## src/rtl/mem_pkg.sv

```systemverilog
// rtl/mem_pkg.sv - shared types and limits for the memory responder
package mem_pkg;
    localparam int ADDR_W         = 2;
    localparam int DATA_W         = 8;
    localparam int MAX_RD_LATENCY = 4;

    typedef logic [ADDR_W-1:0] addr_t;
    typedef logic [DATA_W-1:0] data_t;

    typedef struct packed {
        logic  valid;
        data_t data;
        logic  err;
    } rd_pipe_t;
endpackage

```

## src/rtl/mem_rd_pipe.sv

```systemverilog
// rtl/mem_rd_pipe.sv - fixed-depth read response shift register, one entry per cycle
module mem_rd_pipe
    import mem_pkg::*;
#(
    parameter int DEPTH = 1
) (
    input  logic     clk,
    input  logic     rst_n,
    input  rd_pipe_t in_i,
    output rd_pipe_t out_o
);
    rd_pipe_t stage_q [DEPTH];

    // Whole entries are cleared so rdata/rd_err read back 0 outside a valid strobe.
    always_ff @(posedge clk or negedge rst_n) begin
        if (!rst_n) begin
            for (int i = 0; i < DEPTH; i++) stage_q[i] <= '0;
        end else begin
            stage_q[0] <= in_i;
            for (int i = 1; i < DEPTH; i++) stage_q[i] <= stage_q[i-1];
        end
    end

    assign out_o = stage_q[DEPTH-1];
endmodule

```

## src/rtl/mem_responder.sv

```systemverilog
// rtl/mem_responder.sv - memory responder: storage, written flags, read pipeline, access counters
module mem_responder
    import mem_pkg::*;
#(
    parameter int ADDR_W     = mem_pkg::ADDR_W,
    parameter int DATA_W     = mem_pkg::DATA_W,
    parameter int RD_LATENCY = 1,
    parameter int CNT_W      = 16
) (
    input  logic              clk,
    input  logic              reset,
    input  logic [ADDR_W-1:0] addr,
    input  logic              wr_en,
    input  logic              rd_en,
    input  logic [DATA_W-1:0] wdata,
    output logic [DATA_W-1:0] rdata,
    output logic              rd_valid,
    output logic              rd_err,
    output logic [CNT_W-1:0]  wr_count,
    output logic [CNT_W-1:0]  rd_count
);
    localparam int DEPTH = 2 ** ADDR_W;

    if (RD_LATENCY < 1 || RD_LATENCY > MAX_RD_LATENCY) begin : g_bad_latency
        $error("mem_responder: RD_LATENCY must be 1..%0d", MAX_RD_LATENCY);
    end
    if (DATA_W != mem_pkg::DATA_W) begin : g_bad_width
        $error("mem_responder: DATA_W must match mem_pkg::DATA_W");
    end

    logic [DATA_W-1:0] mem_q [DEPTH];
    logic [DEPTH-1:0]  written_q;
    logic [CNT_W-1:0]  wr_count_q, wr_count_d;
    logic [CNT_W-1:0]  rd_count_q, rd_count_d;
    rd_pipe_t          rd_in, rd_out;

    // Captured from the pre-edge array, so a same-address write lands after the read.
    always_comb begin
        rd_in = '0;
        if (rd_en) begin
            rd_in.valid = 1'b1;
            rd_in.data  = mem_q[addr];
            rd_in.err   = ~written_q[addr];
        end
    end

    always_comb begin
        wr_count_d = wr_count_q;
        rd_count_d = rd_count_q;
        if (wr_en && wr_count_q != '1) wr_count_d = wr_count_q + CNT_W'(1);
        if (rd_en && rd_count_q != '1) rd_count_d = rd_count_q + CNT_W'(1);
    end

    always_ff @(posedge clk or negedge reset) begin
        if (!reset) begin
            for (int i = 0; i < DEPTH; i++) mem_q[i] <= '0;
            written_q  <= '0;
            wr_count_q <= '0;
            rd_count_q <= '0;
        end else begin
            if (wr_en) begin
                mem_q[addr]     <= wdata;
                written_q[addr] <= 1'b1;
            end
            wr_count_q <= wr_count_d;
            rd_count_q <= rd_count_d;
        end
    end

    always_ff @(posedge clk) begin
        if (reset) assert (!$isunknown({wr_en, rd_en})) else $error("mem_responder: unknown wr_en/rd_en");
    end

    mem_rd_pipe #(.DEPTH(RD_LATENCY)) u_rd_pipe (
        .clk   (clk),
        .rst_n (reset),
        .in_i  (rd_in),
        .out_o (rd_out)
    );

    assign rdata    = rd_out.data;
    assign rd_valid = rd_out.valid;
    assign rd_err   = rd_out.err;
    assign wr_count = wr_count_q;
    assign rd_count = rd_count_q;
endmodule

```

## config.mk

```make
export PLATFORM = sky130hd
export DESIGN_NAME = mem_responder
export DESIGN_NICKNAME = d
export VERILOG_FILES = /design/src/rtl/mem_pkg.sv /design/src/rtl/mem_rd_pipe.sv /design/src/rtl/mem_responder.sv
export SDC_FILE = /design/constraint.sdc
export NUM_CORES = 1
export LEC_CHECK = 0
export CAP_MARGIN = 0
export CORE_MARGIN = 2
export CORE_UTILIZATION = 53
export DETAILED_ROUTE_END_ITERATION = 12
export PLACE_DENSITY = 0.85
export SETUP_SLACK_MARGIN = 0.1
export SYNTH_ARGS = -nofsm -noshare
export SYNTH_HDL_FRONTEND = slang
export SYNTH_SLANG_ARGS = --single-unit
```

## constraint.sdc

```tcl
create_clock -name clk -period 2.2 [get_ports clk]
set_clock_uncertainty 0.1 [all_clocks]
set_input_delay 0.33 -clock clk [delete_from_list [all_inputs] [get_ports clk]]
set_output_delay 0.33 -clock clk [all_outputs]
set_load 0.005 [all_outputs]
```

## Word-level counts from Yosys, hierarchy flattened

Index checks and enable logic that the tools add are counted.
Widths: inputs -> output; s select.

| storage, ports and cells | value |
|---|---|
| flip-flop bits (word level) | 78 |
| bits of input ports | 14 |

| operators by class | value |
|---|---|
| reductions and logical operators | 4 |
| muxes and demuxes | 11 |
| bitwise logic cells | 3 |
| magnitude comparators | 4 |
| eq/ne operators | 2 |
| $add $sub $neg | 2 |

Operators by type and width:

| cell | number |
|---|---|
| $add 16x1->16 const B | 2 |
| $bwmux 32 | 1 |
| $ne 16x16->1 const B | 2 |
| $mux 8 | 3 |
| $bmux 8 s2 | 1 |
| $demux 8 s2 | 1 |
| $mux 10 | 1 |
| $logic_and 1x1->1 | 4 |
| $or 4x4->4 | 1 |
| $ge 3x3->1 const B | 1 |
| $lt 2x3->1 const B | 1 |
| $lt 3x1->1 const B | 1 |
| $not 2->3 | 1 |
| $bmux 1 s2 | 1 |
| $demux 1 s2 | 1 |
| $ge 2x1->1 const B | 1 |
| $mux 1 | 2 |
| $not 1->1 | 1 |

## Depth between registers and ports, before layout

| depth | value |
|---|---|
| word-level depth | 6 |
| mapped depth | 6 |
| gate-level depth less buffers | 6 |

## By module

Synthesis repeated with hierarchy kept, for this count alone.

| second synthesis, totals | value |
|---|---|
| cells, all modules | 262 |
| area, all modules | 3554.7 um^2 |

Modules (own cells, without submodules):

| module | instances | area each (um^2) | cells each |
|---|---|---|---|
| mem_responder | 1 | 3304.4 | 252 |
| mem_rd_pipe | 1 | 250.2 | 10 |

## Least setup slack after synthesis

OpenSTA, ideal clock, no wires.

| timing | value |
|---|---|
| kind | reg-to-reg |
| start | register wr_count_q[3], in the netlist wr_count[3] |
| end | register wr_count_q[1], in the netlist wr_count[1] |
| setup time | 0.125 ns |
| arrival | 1.489 ns |
| slack | 0.486 ns |
| stages on the path, launching flop included | 5 |
| path buffers | 0 |
| clock period less this slack | 1.714 ns |
| data required time | 1.975 ns |
| cell sequence | dfrtp_1 > and3_4 > nand3_4 > o41ai_4 > mux2_4 |

| on the way | value |
|---|---|
| longest elaborated chain between the ends | 2 |

RTL lines:

| what | line | RTL |
|---|---|---|
| from (decl) | mem_responder.sv:33 | `logic [CNT_W-1:0] wr_count_q, wr_count_d;` |
| from (signal assigned) | mem_responder.sv:65 | `wr_count_q <= wr_count_d;` |
| $ne 16x16->1 | mem_responder.sv:50 | `if (wr_en && wr_count_q != '1) wr_count_d = wr_count_q + CNT_W'(1);` |
| $logic_and 1x1->1 | mem_responder.sv:50 |  |

Every way passes these cells.
A chain may end at the register's enable or synchronous reset.

## Final worst setup path

| timing | value |
|---|---|
| start | register rd_count_q[9], in the netlist rd_count[9] |
| end | register rd_count_q[1], in the netlist rd_count[1] |

| on the way | value |
|---|---|
| longest elaborated chain between the ends | 2 |

RTL lines:

| what | line | RTL |
|---|---|---|
| from (decl) | mem_responder.sv:34 | `logic [CNT_W-1:0] rd_count_q, rd_count_d;` |
| from (signal assigned) | mem_responder.sv:66 | `rd_count_q <= rd_count_d;` |
| $ne 16x16->1 | mem_responder.sv:51 | `if (rd_en && rd_count_q != '1) rd_count_d = rd_count_q + CNT_W'(1);` |
| $logic_and 1x1->1 | mem_responder.sv:51 |  |

Every way passes these cells.

==> flow_summary.ini <==
[floorplan]
die_width_um = 84.1
start_util = 0.542
io_pins = 56
rows = 29
die_h_um = 84.1
die_area_um2 = 7080
core_area_um2 = 6280

[place]
dpl_cell_area_um2 = 4130
portBuffers = 55
gp_congestion = 0.812
post-dp-hpwl_um = 4540

[synth]
synth.top_cell.area_share = 0.574
syn_area_per_cell_um2 = 13.7
syn-cell-area_um2 = 3400
yosys.area.top_type = dfrtp_1
yosys_warnings = 0
synthCells = 248
seq_area_frac_synth = 0.574
synth_cell_types = 38
synth-seq-cells = 78
synthesis.nets = 264
synthTopCellsByArea = dfrtp_1 (57%), mux2_2 (12%), mux4_2 (6.0%)

[cts]
cts_buffer_depth = 2
htree_levels = 3
path_clk_slew_ns = 0.08
cts_tree = yes
worst_skew_pair.late_latency_ns = 0.34
cts_inserted_buffers = 9
cts.sink_count = 78
root_buffer = clkbuf_8

[global_routing]
grt_util_all_layers = 0.198
grt_pass1_vias = 2175
grt_overflow = 0
antenna_found_initial = 0
grt_pass1_wl_um = 10900
grt_max_degree = 45

[routing]
ant_nets = 0
vias = 2249
drt_iter0_drc = 154
drc = 0
wire_per_inst_um = 16.2
routed_wirelength_um = 6530
firstDrtPassIters = 4
viasPerCell = 5.58

[sta]
hold_viol = 0
max_freq_ghz = 0.521
setup_viol = 0
holdWs_ns = 0.368
drv_slew = 0
fin_setup_tns_ns = 0
rsz0062_at_grt = no
tightest_slew_ns = 0.487
slew_headroom = 0.674
timing.final.crit_share = 0.872
min_period_ns = 1.92

[finish]
layout-drive-gt1-share = 0.245
finalInstanceArea_um2 = 4340
n_antenna_cell = 0
nNetsFinal = 337
area.growth.synth_to_final_pct = 27.5

[hold_path]
hp-class = primary input to async pin

[setup_path]
critPathLaunchType = register
ff2ff_path_depth = 4
end_kind = register
required_ns = 2.33
critical_path_peak_fanout = 6
critPathTopFamily = flip-flops
crit_chain = and3_1 -> nand4_1 -> o21ai_1 -> mux2_2
r2r_end = rd_count[1]$_DFFE_PN0P_
crit_buf_inv = 0
crit_slowest_cell = dfrtp_1
ff2ff_setup_slack_ns = 0.28
critPathKind = register to register
r2r-start = rd_count[9]$_DFFE_PN0P_
worst_path_largest_cell_delay_ns = 0.45
worst_ep_arrival_time_ns = 2.05
crit_start = rd_count[9]$_DFFE_PN0P_

[power]
p_total_uw = 3880
p_leak_uw = 0.00186
power_density_nw_per_um2 = 895
ir_drop_mv = 0.486

[job]
max-cap-violations = 0

[run_status]
run_status = finished clean
## repair_timing
item,CTS,global route
hold buffers,1,0
buffers inserted,0,0
gates resized for setup,0,0
hold endpoints to repair,34,0
## cells in the final DEF, fill, tap and decap left out, types with 9 or more instances in the layout
cell and instances:
nand3_1 16, nand2_1 12, clkbuf_8 11, buf_4 9
and2_1 9, xnor2_1 11, dfrtp_1 78, nor2_1 15
mux4_2 9, xor2_1 12, mux2_2 35, clkdlybuf4s50_1 54
## logic make-up after synthesis
family | synth area share
simple gates | 0.147
flops | 0.574
mux | 0.180
xor+xnor | 0.0592
compound gates | 0.0261
buf+inv | 0.00625
fa+ha+maj | 0.00735
## cell usage after synthesis, drive strengths merged
cell	number
and3	8
nor4	1
a31oi	1
nand2	12
nand4	6
o21ba	1
buf	3
nor3b	1
clkbuf	1
or3	1
o21ai	2
a21oi	4
nor3	5
o41ai	1
xor2	12
or2	1
dfrtp	78
nand2b	3
nor2	15
nor4b	1
o21a	1
mux4	9
and4	2
a211oi	1
nor2b	1
ha	2
and2	9
nand3	17
mux2	36
xnor2	11
nand3b	2
## per-stage QoR
stage | cells | setup slack (ns) | util
2_1_floorplan | 248 | 0.486 | -
3_3_place_gp | 386 | 0.241 | 0.657
3_5_place_dp | 386 | 0.180 | 0.657
4_1_cts | 403 | 0.315 | 0.691
5_1_grt | 403 | 0.127 | 0.691
6_report | 403 | 0.282 | 0.691
## state kept, by name, indices dropped and copies added (netlist names)
register / cells
u_rd_pipe.out_o: 10
rd_count: 16
wr_count: 16
mem_q: 32
written_q: 4
## layout make-up
cell class | instances | area [um^2]
fill | 449 | 1940
clock inverter | 3 | 42.5
clock buffer | 13 | 159
timing repair buffer | 66 | 658
tap | 77 | 96.3
multi-input combinational | 166 | 1430
sequential | 78 | 1950
## how the worst max path moves through the flow
| stage | endpoint | cells past startpoint | slack (ns) |
|---|---|---|---|
| after floorplan | wr_count[1]$_DFFE_PN0P_ | 4 | 0.49 |
| after global placement | wr_count[15]$_DFFE_PN0P_ | 5 | 0.24 |
| after detailed placement | wr_count[15]$_DFFE_PN0P_ | 5 | 0.18 |
| after CTS | rd_count[1]$_DFFE_PN0P_ | 4 | 0.31 |
| after global routing | rd_count[1]$_DFFE_PN0P_ | 4 | 0.13 |
| final | rd_count[1]$_DFFE_PN0P_ | 4 | 0.28 |
## per-layer routing
metal | track usage | vias to the layer above | wire, um
li1 | - | 1050 | -
met1 | 0.261 | 1123 | 2780
met2 | 0.325 | 68 | 3300
met3 | 0.0524 | 8 | 375
met4 | 0.0616 | 0 | 76
met5 | 0 | - | 0
## power breakdown
part / switching (uW) / internal, uW / leakage, uW / total [uW]
logic: 316 / 567 / 0.000797 / 883
clock network: 492 / 586 / 0.0000996 / 1080
registers: 232 / 1690 / 0.000964 / 1920
Note: power is estimated with default switching activity, not from simulation.
==> patch 1 (config.mk and constraints unchanged) <==
`DATA_W`: 8 -> 6.
--- a/src/rtl/mem_pkg.sv
+++ b/src/rtl/mem_pkg.sv
@@ -1,7 +1,7 @@
 // rtl/mem_pkg.sv - shared types and limits for the memory responder
 package mem_pkg;
     localparam int ADDR_W         = 2;
-    localparam int DATA_W         = 8;
+    localparam int DATA_W         = 6;
     localparam int MAX_RD_LATENCY = 4;
 
     typedef logic [ADDR_W-1:0] addr_t;
Ports: changed (resized rdata and wdata); port bits go from 56 to 52. The function was not compared with the original's and may differ.
==> patch 1 against the original RTL <==
  * Sequential share of layout area shrank 1.9 points
  * Clock power down 5%
  * Sequential cell count fell by 10
  * Sequential power down 10%
  * Setup slack lost 0.0053 ns
  * Final cell count fell by 4.7%
  * Total power down 8.7%
  * Cell area down 9.1%
  * Synthesized area fell by 8.9%
  * Maximum frequency down 0.28%
  * Routed wire length decreased by 2.1%
==> patch 1: results <==
[sta]
hold_slack_ns = 0.3765
worst_slew_pin_slew_ns = 0.4958
fin_crit_sh = 0.8742

[global_route]
antenna_found_initial = 0
grtUsageMet1 = 0.2885
grtUsageMet3 = 0.04045
grt_pass1_wl_mm = 10.94
grt_util_all_layers = 0.2270

[worst_setup_path]
worstRegToRegCells = 4
slowest_delay_ns = 0.40
r2r_slack_ns = 0.28
crit_fanout = 7

[routing]
wl_met2_mm = 3.326
wl_met3_um = 231
avgViaCountPerCell = 5.695
detail_route.wl_per_cell_um = 16.65

[final_layout]
buffer_area_frac = 0.1453
seq_area_mm2 = 0.001702
clock_buffers = 12
nNonClkBuffers = 58
finalNonFillerCells = 384
drive_above_1_share = 0.2244
largest_reg_flops = 24
fillerInstances = 401
nMultiInputCombCells = 165

[pwr]
swShare = 0.2771
power.internal_mw = 2.564
p_leak_nw = 1.666
powerClk_mw = 1.03
ir_worst_vdd_mv = 0.5928
pg_comb_mw = 0.793

[synthesis]
synth_common_cells = dfrtp_1, mux2_2, nand2_1, nand3_1, nor2_1
netlist_instances = 242
ys_ff_latch = 68
syn-num-nets = 256
synth_area_mm2 = 0.003098
synth_cell_types = 42

[place]
dpl.cell_count = 367
place_ws_ns = 0.06845
routabilityCongestion = 0.8167
io_buffers = 51

[status]
status = finished clean

[worst_hold_path]
hp-class = register to register
## patch 1: cell types whose count changed after synthesis, sizes merged, moves of 4 or more
cell,before,now
inv,0,5
nor2,15,10
and3,8,2
a21oi,4,9
nand3,17,12
mux2,36,32
nand4,6,12
dfrtp,78,68
## patch 1: timing repair
item                                   CTS  global route
endpoints found under the hold margin   68             0
setup endpoints to repair                0             1
hold buffers                             1             0
## patch 1: cells by family (layout without fill, tap and decap cells)
group / Yosys count / after routing / synth area share
simple gates: 85 / 85 / 0.1624
flops: 68 / 68 / 0.5493
mux: 40 / 40 / 0.1716
compound gates: 21 / 21 / 0.04806
xor+xnor: 17 / 17 / 0.04806
buf+inv: 9 / 79 / 0.01252
fa+ha+maj: 2 / 2 / 0.008076
## patch 1: worst max-delay path: cells and delay by family, from the launching register on
kind | cells | cell delay (ns)
AND/OR/NAND/NOR | 1 | 0.26
multiplexers | 1 | 0.36
flip-flops | 1 | 0.40
AO/OA/AOI/OAI | 1 | 0.39
adder cells (fa/ha/maj) | 1 | 0.31
==> patch 2 (config.mk and constraints unchanged) <==
Without the edit above. Register the input `addr` before use, with the module's reset. The logic sees it one clock later. The other inputs are not delayed to match.
--- a/src/rtl/mem_responder.sv
+++ b/src/rtl/mem_responder.sv
@@ -21,6 +21,16 @@
 );
     localparam int DEPTH = 2 ** ADDR_W;
 
+    logic [ADDR_W-1:0] addr_q;
+
+    always_ff @(posedge clk or negedge reset) begin
+        if (!reset) begin
+            addr_q <= '0;
+        end else begin
+            addr_q <= addr;
+        end
+    end
+
     if (RD_LATENCY < 1 || RD_LATENCY > MAX_RD_LATENCY) begin : g_bad_latency
         $error("mem_responder: RD_LATENCY must be 1..%0d", MAX_RD_LATENCY);
     end
@@ -39,8 +49,8 @@
         rd_in = '0;
         if (rd_en) begin
             rd_in.valid = 1'b1;
-            rd_in.data  = mem_q[addr];
-            rd_in.err   = ~written_q[addr];
+            rd_in.data  = mem_q[addr_q];
+            rd_in.err   = ~written_q[addr_q];
         end
     end
 
@@ -59,8 +69,8 @@
             rd_count_q <= '0;
         end else begin
             if (wr_en) begin
-                mem_q[addr]     <= wdata;
-                written_q[addr] <= 1'b1;
+                mem_q[addr_q]     <= wdata;
+                written_q[addr_q] <= 1'b1;
             end
             wr_count_q <= wr_count_d;
             rd_count_q <= rd_count_d;
Behaviour: not the same (a bounded check fails within 4 cycles, from zero or initial values and one cycle with reset low).
==> patch 2 against the original RTL <==
  * Synthesized cell count decreased by 0.81%
  * Sequential power increased by 4%
  * Critical path depth increased by 1
  * Combinational power decreased by 6.1%
  * Sequential cell count increased by 2
  * Total power increased by 5.0%
  * Synthesized area increased by 2.9%
  * Routed wire length increased by 4.9%
  * Cell area increased by 2.8%
  * Via count increased by 0.27%
  * Setup slack got worse by 0.027 ns
  * Final cell count decreased by 0.50%
  * Largest cell class unchanged
==> patch 2: results <==
[global_route]
grt_pass1_wl_mm = 11.63
grtUsageMet3 = 0.04183
grt_max_degree = 42
grtUsageMet1 = 0.2764
grt_pass1_vias = 2353
grt.met2_usage = 0.3331
grt_util_all_layers = 0.2065

[pwr]
p_leak_nw = 1.908
p_clk_frac = 0.306
powerClk_mw = 1.25
swShare = 0.2645
ir_worst_vdd_mv = 0.5751
combPwrFrac = 0.203

[sta]
hold_slack_ns = 0.3201
worst_slew_pin_slew_ns = 0.7530

[final_layout]
nMultiInputCombCells = 160
nNonClkBuffers = 67
finalNonFillerCells = 401
sh_seq_area = 0.4489
seq_cells = 80
clock_buffers = 14
regMostFlops = mem_q
clk_share = 0.05219
buffer_area_frac = 0.1465
fillerInstances = 443
multi_input_comb_area_mm2 = 0.001471
fin_util = 0.6983
nNonClkInverters = 1
drive_above_1_share = 0.2438

[worst_setup_path]
worstRegToRegCells = 5
r2r-end = rd_count[15]
r2r_slack_ns = 0.25
cpMaxStageDelayCell = o41a_1
worstReg2RegStart = rd_count[0]
crit_fanout = 8
arrival_ns = 2.08
slowest_delay_ns = 0.57
crit_family = compound AO/OA/AOI/OAI gates

[worst_hold_path]
hold_start = addr[1]
hp-class = input port to register

[place]
hpwl_mm = 4.622
dpl.cell_count = 384
routabilityCongestion = 0.8194
place_ws_ns = 0.2330

[routing]
wl_met2_mm = 3.343
wl_met3_um = 261
drt_iter0_drc = 71
avgViaCountPerCell = 5.623
detail_route.wl_per_cell_um = 17.08
drt-met1-wl_mm = 3.119

[synthesis]
synth_cell_types = 41
synth.area.top_cells = dfrtp_1, mux2_2, mux4_2
syn_area_per_cell_um2 = 14.23
syn-num-nets = 262
synth_common_cells = dfrtp_1, mux2_2, xnor2_1, nand2_1
ys_seq_area_frac = 0.5718

[status]
status = finished clean

[floorplanning]
rows = 29
-- patch 2: cell types whose count changed in the layout (fill, tap and decap cells not counted), moves of 3 or more --
cell,change
nor2_1,-7
xnor2_1,+7
and3_1,-6
nand3_1,-6
and4_1,+4
nand4_1,+4
a21oi_1,-3
-- patch 2: how the worst max path moves through the flow --
| stage | start | end | slack (ns) | cells after the start |
|---|---|---|---|---|
| after floorplan | wr_count[0] | wr_count[1] | 0.45 | 4 |
| after global placement | wr_en | mem_q[25] | 0.27 | 4 |
| after detailed placement | wr_en | mem_q[28] | 0.23 | 4 |
| after CTS | rd_count[0] | rd_count[15] | 0.26 | 5 |
| after global routing | rd_count[0] | rd_count[15] | 0.16 | 5 |
| final | rd_count[0] | rd_count[15] | 0.25 | 5 |
-- patch 2: cell families after synthesis --
group	Yosys count	share of synthesized area
AOI/OAI and AO/OA	12	0.03253
xor gates and xnor gates	28	0.07005
adders and majority gates	2	0.007147
buffers and inverters	6	0.007861
DFF	80	0.5718
muxes	43	0.1683
and+or+nand+nor	75	0.1422
